==> src/rtl/fadd16_pkg.sv <==
// Shared types and constants for the sequential binary16 adder.
// Holds the FSM state encoding, IEEE half-precision constants and the
// unpacked-operand struct used by the align stage.
package fadd16_pkg;

  typedef enum logic [2:0] {
    IDLE  = 3'd0,
    ALIGN = 3'd1,
    ADD   = 3'd2,
    NORM  = 3'd3,
    PACK  = 3'd4,
    DONE  = 3'd5
  } state_t;

  localparam int          EXP_BIAS = 15;
  localparam int          EXP_MAX  = 2 * EXP_BIAS + 1;
  localparam logic [15:0] QNAN     = 16'h7E00;

  // Unpacked operand: sig carries the hidden bit in [10].
  typedef struct packed {
    logic        sign;
    logic [4:0]  exp;
    logic [10:0] sig;
  } operand_t;

  // Denormals (exp == 0) are flushed to a signed zero significand.
  function automatic operand_t unpack_op(input logic [15:0] x);
    operand_t o;
    o.sign = x[15];
    o.exp  = x[14:10];
    o.sig  = (x[14:10] == 5'd0) ? 11'd0 : {1'b1, x[9:0]};
    return o;
  endfunction

endpackage

==> src/rtl/fadd16_align.sv <==
// Combinational align stage: unpack both operands, put the larger
// magnitude in the big slot, and right-shift the small significand by the
// exponent difference (saturating at 14) while keeping guard, round and a
// sticky bit that collects everything shifted past the round position.
module fadd16_align
  import fadd16_pkg::*;
(
  input  logic [15:0] a,
  input  logic [15:0] b,
  output logic        big_sign,
  output logic        eff_sub,
  output logic [4:0]  big_exp,
  output logic [10:0] big_sig,
  output logic [13:0] small_sh
);

  operand_t    ua;
  operand_t    ub;
  operand_t    big_op;
  operand_t    small_op;
  logic [4:0]  diff;
  logic [3:0]  shamt;
  logic [27:0] wide;

  // Swap on magnitude, then shift the small significand with sticky.
  always_comb begin
    ua = unpack_op(a);
    ub = unpack_op(b);
    if ({ub.exp, ub.sig} > {ua.exp, ua.sig}) begin
      big_op   = ub;
      small_op = ua;
    end else begin
      big_op   = ua;
      small_op = ub;
    end
    diff  = big_op.exp - small_op.exp;
    shamt = (diff > 5'd14) ? 4'd14 : diff[3:0];
    // Upper 14 bits are {sig, g, r, s}; lower 14 bits catch shifted-out bits.
    wide     = {small_op.sig, 3'b000, 14'd0} >> shamt;
    small_sh = {wide[27:15], wide[14] | (|wide[13:0])};
    big_sign = big_op.sign;
    eff_sub  = big_op.sign ^ small_op.sign;
    big_exp  = big_op.exp;
    big_sig  = big_op.sig;
  end

endmodule

==> src/rtl/fadd16_seq.sv <==
// Multi-cycle binary16 adder sequencer: IDLE -> ALIGN -> ADD -> NORM ->
// PACK -> DONE, one operation in flight. The leading-zero detector lives
// outside and is driven through lzd_in / lzd_pos during NORM.
// Optional macro FADD_RNE_EN: round to nearest even in PACK; without it
// the result is truncated. Latency is the same in both builds.
//
// Handshakes: a transfer happens on a rising clk edge where valid and
// ready are both high. in_ready is high only in IDLE; out_valid is high
// only in DONE, where sum stays stable until out_ready is seen.
module fadd16_seq
  import fadd16_pkg::*;
#(
  parameter int EXP_W = 5,
  parameter int MAN_W = 10,
  parameter int POS_W = 4
) (
  input  logic             clk,
  input  logic             rst_n,
  input  logic             in_valid,
  output logic             in_ready,
  input  logic [15:0]      a,
  input  logic [15:0]      b,
  output logic             out_valid,
  input  logic             out_ready,
  output logic [15:0]      sum,
  output logic             busy,
  output logic [MAN_W:0]   lzd_in,
  input  logic [POS_W-1:0] lzd_pos
);

  // Exponent is kept two's complement with two spare bits so that
  // overflow past 31 and underflow below 1 never wrap.
  localparam int            XW      = EXP_W + 2;
  localparam int            SW      = MAN_W + 1;
  localparam int            AW      = SW + 4;     // carry, sig, g, r, s
  localparam logic [XW-1:0] EXP_OVF = XW'(EXP_MAX);

  state_t state;
  state_t state_nxt;

  logic [15:0]   op_a;
  logic [15:0]   op_b;
  logic          res_sign;
  logic          eff_sub_q;
  logic [XW-1:0] exp_q;
  logic [SW-1:0] big_sig_q;
  logic [SW+2:0] small_sh_q;
  logic [AW-1:0] acc_q;
  logic [SW-1:0] sig_q;
  logic [15:0]   sum_q;

  logic          al_big_sign;
  logic          al_eff_sub;
  logic [4:0]    al_big_exp;
  logic [10:0]   al_big_sig;
  logic [13:0]   al_small_sh;

  logic [AW-2:0] shifted;
  logic [SW-1:0] norm_sig;
  logic [2:0]    norm_grs;
  logic [XW-1:0] norm_exp;

  logic          a_nan;
  logic          b_nan;
  logic          a_inf;
  logic          b_inf;
  logic          both_neg_zero;
  logic          exp_low;
  logic          exp_high;
  logic [MAN_W-1:0] rnd_man;
  logic [XW-1:0] rnd_exp;
  logic [15:0]   pack_res;

`ifdef FADD_RNE_EN
  logic [2:0]    grs_q;
  logic          round_up;
  logic [MAN_W:0] man_inc;
`else
  logic          unused_grs;
  assign unused_grs = ^norm_grs;
`endif

  fadd16_align u_align (
    .a        (op_a),
    .b        (op_b),
    .big_sign (al_big_sign),
    .eff_sub  (al_eff_sub),
    .big_exp  (al_big_exp),
    .big_sig  (al_big_sig),
    .small_sh (al_small_sh)
  );

  // State register; reset discards any in-flight operation.
  always_ff @(posedge clk) begin
    if (!rst_n) state <= IDLE;
    else        state <= state_nxt;
  end

  // Next-state: fixed walk through the datapath steps, wait in DONE.
  always_comb begin
    state_nxt = state;
    case (state)
      IDLE:    if (in_valid) state_nxt = ALIGN;
      ALIGN:   state_nxt = ADD;
      ADD:     state_nxt = NORM;
      NORM:    state_nxt = PACK;
      PACK:    state_nxt = DONE;
      DONE:    if (out_ready) state_nxt = IDLE;
      default: state_nxt = IDLE;
    endcase
  end

  // Outputs decoded from state; lzd_in is live only during NORM.
  always_comb begin
    in_ready  = (state == IDLE);
    busy      = (state != IDLE);
    out_valid = (state == DONE);
    lzd_in    = (state == NORM) ? acc_q[AW-2:3] : '0;
  end

  assign sum = sum_q;

  // Normalise: carry shifts right folding into sticky, else shift left
  // by the external leading-zero count.
  always_comb begin
    shifted = acc_q[AW-2:0] << lzd_pos;
    if (acc_q[AW-1]) begin
      norm_sig = acc_q[AW-1:4];
      norm_grs = {acc_q[3:2], acc_q[1] | acc_q[0]};
      norm_exp = exp_q + XW'(1);
    end else begin
      norm_sig = shifted[AW-2:3];
      norm_grs = shifted[2:0];
      norm_exp = exp_q - XW'(lzd_pos);
    end
  end

  // Pack: specials first, then zero, rounding, overflow and flush.
  always_comb begin
    a_nan = (op_a[14:10] == 5'h1F) && (op_a[9:0] != 10'd0);
    b_nan = (op_b[14:10] == 5'h1F) && (op_b[9:0] != 10'd0);
    a_inf = (op_a[14:10] == 5'h1F) && (op_a[9:0] == 10'd0);
    b_inf = (op_b[14:10] == 5'h1F) && (op_b[9:0] == 10'd0);
    both_neg_zero = op_a[15] && op_b[15] &&
                    (op_a[14:10] == 5'd0) && (op_b[14:10] == 5'd0);
`ifdef FADD_RNE_EN
    round_up = grs_q[2] & (grs_q[1] | grs_q[0] | sig_q[0]);
    man_inc  = {1'b0, sig_q[MAN_W-1:0]} + {{MAN_W{1'b0}}, round_up};
    rnd_man  = man_inc[MAN_W-1:0];
    rnd_exp  = man_inc[MAN_W] ? exp_q + XW'(1) : exp_q;
`else
    rnd_man  = sig_q[MAN_W-1:0];
    rnd_exp  = exp_q;
`endif
    exp_low  = rnd_exp[XW-1] || (rnd_exp == '0);
    exp_high = !rnd_exp[XW-1] && (rnd_exp >= EXP_OVF);
    if (a_nan || b_nan || (a_inf && b_inf && (op_a[15] != op_b[15])))
      pack_res = QNAN;
    else if (a_inf)
      pack_res = op_a;
    else if (b_inf)
      pack_res = op_b;
    else if (sig_q == '0)
      pack_res = both_neg_zero ? 16'h8000 : 16'h0000;
    else if (exp_high)
      pack_res = {res_sign, 5'h1F, 10'd0};
    else if (exp_low)
      pack_res = {res_sign, 15'd0};
    else
      pack_res = {res_sign, rnd_exp[EXP_W-1:0], rnd_man};
  end

  // Datapath registers, each step loading on its own state.
  always_ff @(posedge clk) begin
    if (!rst_n) begin
      op_a       <= '0;
      op_b       <= '0;
      res_sign   <= 1'b0;
      eff_sub_q  <= 1'b0;
      exp_q      <= '0;
      big_sig_q  <= '0;
      small_sh_q <= '0;
      acc_q      <= '0;
      sig_q      <= '0;
      sum_q      <= '0;
`ifdef FADD_RNE_EN
      grs_q      <= '0;
`endif
    end else begin
      case (state)
        IDLE: begin
          if (in_valid) begin
            op_a <= a;
            op_b <= b;
          end
        end
        ALIGN: begin
          res_sign   <= al_big_sign;
          eff_sub_q  <= al_eff_sub;
          exp_q      <= {{(XW-EXP_W){1'b0}}, al_big_exp};
          big_sig_q  <= al_big_sig;
          small_sh_q <= al_small_sh;
        end
        ADD: begin
          if (eff_sub_q)
            acc_q <= {1'b0, big_sig_q, 3'b000} - {1'b0, small_sh_q};
          else
            acc_q <= {1'b0, big_sig_q, 3'b000} + {1'b0, small_sh_q};
        end
        NORM: begin
          sig_q <= norm_sig;
          exp_q <= norm_exp;
`ifdef FADD_RNE_EN
          grs_q <= norm_grs;
`endif
        end
        PACK: sum_q <= pack_res;
        default: ;
      endcase
    end
  end

endmodule

==> config.mk <==
export PLATFORM = sky130hd
export DESIGN_NAME = fadd16_seq
export DESIGN_NICKNAME = d
export VERILOG_FILES = /design/src/rtl/fadd16_pkg.sv /design/src/rtl/fadd16_align.sv /design/src/rtl/fadd16_seq.sv
export SDC_FILE = /design/constraint.sdc
export NUM_CORES = 1
export LEC_CHECK = 0
export CORE_ASPECT_RATIO = 1.4
export CORE_MARGIN = 2
export CORE_UTILIZATION = 59
export CTS_BUF_LIST = sky130_fd_sc_hd__clkbuf_16
export CTS_CLUSTER_SIZE = 40
export DETAILED_ROUTE_END_ITERATION = 7
export GPL_TIMING_DRIVEN = 0
export PLACE_DENSITY = 0.81
export SLEW_MARGIN = 20
export SYNTH_ARGS = -nofsm -noshare
export SYNTH_HDL_FRONTEND = slang
export SYNTH_SLANG_ARGS = --single-unit
==> constraint.sdc <==
create_clock -name clk -period 6.85 [get_ports clk]
set_input_delay 1.37 -clock clk [delete_from_list [all_inputs] [get_ports clk]]
set_output_delay 1.37 -clock clk [all_outputs]
set_load 0.03 [all_outputs]
==> run metrics, run 1 <==
commonest non-fill, non-tap cell in the layout nand2_1; static leakage between 3 and 4 nW; final setup TNS 0 ps; FMAX ~0.16 GHz; clk_skew 15.23 ps; clock slew at reported path FFs 90 ps; Post-synth EDFFs 0; initial antenna violation count 0; WP data arrival ~6500 ps; RSZ-0062 raised after global routing no; status complete, no violations; global-route wire length before repair between 30 and 40 mm; DPL Wire Length roughly 19 mm; Yosys top cell by area dfxtp_1; Root Buffer Master clkbuf_16; Layout area overhead 15.54%; setup bufs post-CTS 0; # clock sinks approximately 110; cell area after layout slightly above 9000 um^2; 1st-pass router iterations 5; die area approximately 14000 um^2; Power Dens Cells 281.0 nW/um^2; Die W around 100 um; CTS Hold Bufs 0; register area share after synthesis 0.2819; starting density of the core 0.5973; Crit Path Max Fanout 10; Placed Area about 9000 um^2; Hold Slack 470.8 ps; maximum VDD drop roughly 0.21 mV; via density per instance 6.127; most frequent cells in the layout 167 x nand2_1, 116 x a21oi_1, 111 x dfxtp_1, 108 x nor2_1, 67 x clkdlybuf4s50_1; largest net degree at the start of global routing 24; post-route insts no fill roughly 1300; TritonCTS clock tree yes; Antenna Cells 0; Pins Over Slew Limit 0; DRC viols 0; syn nets 1161; CTS Buffer Depth 2; Worst setup SP type flip-flop; share of post-route cells with drive strength above 1 0.04939; syn_area_per_cell about 7.4 um^2; I/O Buffers between 60 and 70; Placer Congestion 1.116; mapped cell area between 7000 and 8000 um^2; Final nets about 1200; final core occ 0.6900; # Max-Cap Violations 0; Rel. slew slack 0.3425; Worst Setup Slack, final 616.9 ps; Setup WS pre-CTS 771.3 ps; Post-Route WL ~25 mm; Synth Warn # 0; I/O pins 70; Final Hold Vio Count 0; Yosys cell types 76; CP required slightly above 7000 ps; latest clock arrival within the worst-skew pair approximately 370 ps; fin crit share 0.9099; Rows 50; worst hold-check path type flip-flop to flip-flop; kind of critical path flip-flop to flip-flop; Main synth FF type dfxtp_1; total power approximately 2.6 mW; wire per inst around 18 um; Yosys reg bits around 110; setup violators final 0; PostCTS Resize Cnt 0; post-layout min period ~6200 ps; area share of the largest cell type after synthesis 0.2819; global route overflow 0; H-tree depth 3; die height 140.8 um; DRT antenna net count 0; Critical Path End Type flip-flop; TritonCTS Buffers 9; Slew @ Worst Pin 975.9 ps; FFs w/ async S/R, synth 0; most area-consuming cells after synthesis dfxtp_1 28%, nand2_1 8.0%, ha_1 7.6%, a21oi_1 7.4%, nor2_1 5.1%; via count between 8000 and 9000; Mapped Cells 1071; CORE AREA ~13000 um^2; FILL cells approximately 1200; vias in the first global route between 7000 and 8000; Placed Cells approximately 1300; Iteration-0 DRC Markers around 490; Tot GR Track Use 0.3456
## cell type report
cell class	count	area, um^2	share of cell area
Multi-Input combinational cell	839	5182	0.5690
Sequential cell	111	2222	0.2440
Timing Repair Buffer	67	670.6	0.07363
Buffer	68	286.5	0.03146
Tap cell	182	227.7	0.02500
Clock buffer	9	225.2	0.02473
Inverter	53	198.9	0.02184
Clock inverter	7	95.09	0.01044
## where the power goes
group	switching (mW)	internal, mW	total (mW)	leakage (nW)
registers	0.0670	0.698	0.766	0.903
logic	0.798	0.449	1.25	2.40
clock network	0.281	0.267	0.547	0.151
total	1.15	1.41	2.56	3.45
## sequential cells by signal, indices dropped and copies added (netlist names)
| register | count |
|---|---|
| small_sh_q | 14 |
| big_sig_q | 11 |
| res_sign | 1 |
| op_a | 16 |
| exp_q | 7 |
| sum | 16 |
| eff_sub_q | 1 |
| sig_q | 11 |
| acc_q | 15 |
| state | 3 |
| op_b | 16 |
## cells by family (layout without fill, tap and decap cells)
| group | count (synthesis) | count (layout) | synth area share |
|---|---|---|---|
| DFF | 111 | 111 | 0.2819 |
| adders and majority gates | 50 | 50 | 0.08126 |
| xor gates and xnor gates | 21 | 21 | 0.02333 |
| buffers and inverters | 121 | 204 | 0.06158 |
| and+or+nand+nor | 418 | 418 | 0.2419 |
| muxes | 37 | 37 | 0.05618 |
| AOI/OAI and AO/OA | 313 | 313 | 0.2539 |
## routing by layer
metal | up-vias | part of all wire | GRT usage | wire, um
met1 | 3793 | 0.37 | 0.3758 | 9150
li1 | 3965 | - | - | -
met4 | 0 | 0.060 | 0.2048 | 1476
met3 | 90 | 0.055 | 0.05503 | 1365
met2 | 338 | 0.51 | 0.6160 | 12630
met5 | - | 0 | 0 | 0
## worst max-delay path: stages (launching register included)
cell       delay, ps
dfxtp_1          570
nor3_1            90
nand2_1          160
clkbuf_1         410
nand2_1          130
inv_1            110
ha_1             270
a21oi_1          170
nor3_1            60
or4_4            560
o31a_1           340
mux2i_1          260
inv_1             70
ha_1             220
o2bb2ai_1        150
a311oi_2         270
and4_4           300
nor2_2            80
a311oi_2         610
clkbuf_1         440
nand2_1           80
o21ai_0          140
o21ai_0          190
a221oi_2         310
a211oi_1          80
## synthesized netlist by cell type (27+ instances only)
library cell and instances:
a21oi_1 116, nor3_1 30, dfxtp_1 111, nand2_1 167
o21ai_0 62, nor2_1 108, nand3_1 27, ha_1 48
a211oi_1 28, inv_1 51, clkbuf_1 58
## final timing paths
path | cells past startpoint | slack [ps] | end | startpoint
max | 24 | 620 | small_sh_q[3] | op_b[11]
min | 2 | 470 | sum[9] | sum[9]
max reg2reg | 24 | 620 | small_sh_q[3] | op_b[11]
min reg2reg | 2 | 470 | sum[9] | sum[9]
(Power assumes the default switching activity.)
==> run 2: changes to the inputs <==
CAP_MARGIN = 5   (was unset)
TNS_END_PERCENT = 5   (was unset)
==> results of run 2 <==
The final DEF is identical to that of run 1; final timing and power are the same.
==> run 3: changes to the inputs <==
CORE_ASPECT_RATIO = 0.9   (was 1.4)
==> run metrics, run 3 (synthesis results as in run 1) <==
Worst setup SP type flip-flop; 1st-pass router iterations 5 (unchanged); Pint 1.413 mW (about the same); Antenna Cells 0 (unchanged); clk_skew 12.56 ps (-2.669 ps); CORE AREA 13210 um^2 (about the same); global route overflow 0 (unchanged); Die W 125.9 um (+24%); share of post-route cells with drive strength above 1 0.04939 (unchanged); DRC viols 0 (unchanged); Post-Route WL 23.56 mm (-4.3%); RSZ-0062 raised after global routing no; via count 8179 (-0.086%); Comb power frac 0.486 (about the same); Rows 40 (-20%); final setup TNS 0 ps (unchanged); starting density of the core 0.5967 (about the same); global-route wire length before repair 38.45 mm (-1.2%); I/O Buffers 67 (unchanged); PostCTS Resize Cnt 0 (unchanged); Tot GR Track Use 0.3290 (-0.01661); worst hold-check path type flip-flop to flip-flop; FILL cells 1168 (+0.43%); DRT antenna net count 0 (unchanged); TritonCTS Buffers 9 (unchanged); FMAX 0.1573 GHz (-2.0%); vias in the first global route 7647 (-1.7%); post-layout min period 6358 ps (+125.0 ps); Final Hold Vio Count 0 (unchanged); CP required 7070 ps (about the same); via density per instance 6.187 (+0.97%); WP data arrival 6580 ps (+130 ps); CTS Buffer Depth 2 (unchanged); setup bufs post-CTS 0 (unchanged); H-tree depth 3 (unchanged); Rel. slew slack 0.3505 (+0.007981); maximum VDD drop 0.2345 mV (+9.5%); Placed Cells 1306 (-1.1%); Sw Share 0.4458 (-0.001790); Slew @ Worst Pin 964.1 ps (-11.85 ps); total power 2.550 mW (-0.36%); clock power share 0.214 (about the same); # Max-Cap Violations 0 (unchanged); die area 14300 um^2 (about the same); commonest non-fill, non-tap cell in the layout nand2_1; static leakage 3.451 nW (about the same); Pins Over Slew Limit 0 (unchanged); Crit Path Max Fanout 10 (unchanged); # clock sinks 111 (unchanged); CTS Hold Bufs 0 (unchanged); fin crit share 0.9282 (+0.01825); I/O pins 70 (unchanged); Seq pwr share 0.300 (about the same); Critical Path End Type flip-flop; Iteration-0 DRC Markers 656 (+34%); Placer Congestion 0.9723 (-13%); Power Dens Cells 280.7 nW/um^2 (-0.10%); Setup WS pre-CTS 712.0 ps (-59.32 ps); kind of critical path flip-flop to flip-flop; Layout area overhead 15.24%; Root Buffer Master clkbuf_16; status complete, no violations; clock slew at reported path FFs 80 ps (about the same); setup violators final 0 (unchanged); latest clock arrival within the worst-skew pair 370 ps (about the same); most frequent cells in the layout 167 x nand2_1, 116 x a21oi_1, 111 x dfxtp_1, 108 x nor2_1, 67 x clkdlybuf4s50_1; TritonCTS clock tree yes; Hold Slack 475.0 ps (+4.224 ps); wire per inst 17.82 um (-3.3%); initial antenna violation count 0 (unchanged); post-route insts no fill 1322 (-1.0%); Worst Setup Slack, final 491.9 ps (-125.0 ps); largest net degree at the start of global routing 24 (unchanged); Final nets 1239 (unchanged); die height 113.7 um (-19%); Switch Pwr 1.137 mW (-0.76%); DPL Wire Length 18.31 mm (-5.3%)
-- run 3: final cells by class --
cell class | instances | area [um^2] | area share
multi-input combinational | 839 | 5182 | 0.5704
sequential | 111 | 2222 | 0.2446
timing repair buffer | 67 | 670.6 | 0.07382
buffer | 68 | 286.5 | 0.03154
clock buffer | 9 | 225.2 | 0.02479
tap | 168 | 210.2 | 0.02314
inverter | 53 | 198.9 | 0.02190
clock inverter | 7 | 88.84 | 0.009778
-- run 3: power by group through the flow --
| stage | combinational, mW | sequential, mW | clock (mW) |
|---|---|---|---|
| floorplan | 0.915 | 0.753 | 0 |
| global route | 1.36 | 0.770 | 0.574 |
| detailed placement | 1.20 | 0.777 | 0 |
| CTS | 1.21 | 0.762 | 0.548 |
| global placement | 1.19 | 0.776 | 0 |
| finish | 1.24 | 0.765 | 0.546 |
-- run 3: worst max-delay path, cell delays in order, from the launching register on --
cell,delay (ps)
dfxtp_1,570
nor3_1,100
nand2_1,190
clkbuf_1,380
nand2_1,130
inv_1,100
ha_1,260
a21oi_1,170
nor3_1,60
or4_4,550
o31a_1,350
mux2i_1,320
inv_1,80
ha_1,230
o2bb2ai_1,140
a311oi_2,290
and4_4,310
nor2_2,80
a311oi_2,600
clkbuf_1,440
nand2_1,90
o21ai_0,130
o21ai_0,200
a221oi_2,330
a211oi_1,90
-- run 3: final timing paths --
kind / to / cells past startpoint / slack (ps) / from
setup reg to reg: small_sh_q[3] / 24 / 490 / op_b[11]
hold reg to reg: op_b[6] / 2 / 470 / op_b[6]
setup / recovery: small_sh_q[3] / 24 / 490 / op_b[11]
hold / removal: op_b[6] / 2 / 470 / op_b[6]
-- run 3: per-layer routing --
metal  share of wire  up-vias  global-route usage
met1            0.43     3839              0.4276
met2            0.47      320              0.5697
met4           0.027        0              0.1084
met3           0.070       51             0.04409
met5               0        -                   0
li1                -     3969                   -
-- run 3: through the flow --
stage / instance area [um^2] / utilization
6_report: 9085 / 0.6876
5_1_grt: 9085 / 0.6876
4_1_cts: 9085 / 0.6876
3_5_place_dp: 8771 / 0.6638
3_3_place_gp: 8765 / 0.6634
2_1_floorplan: 7884 / -
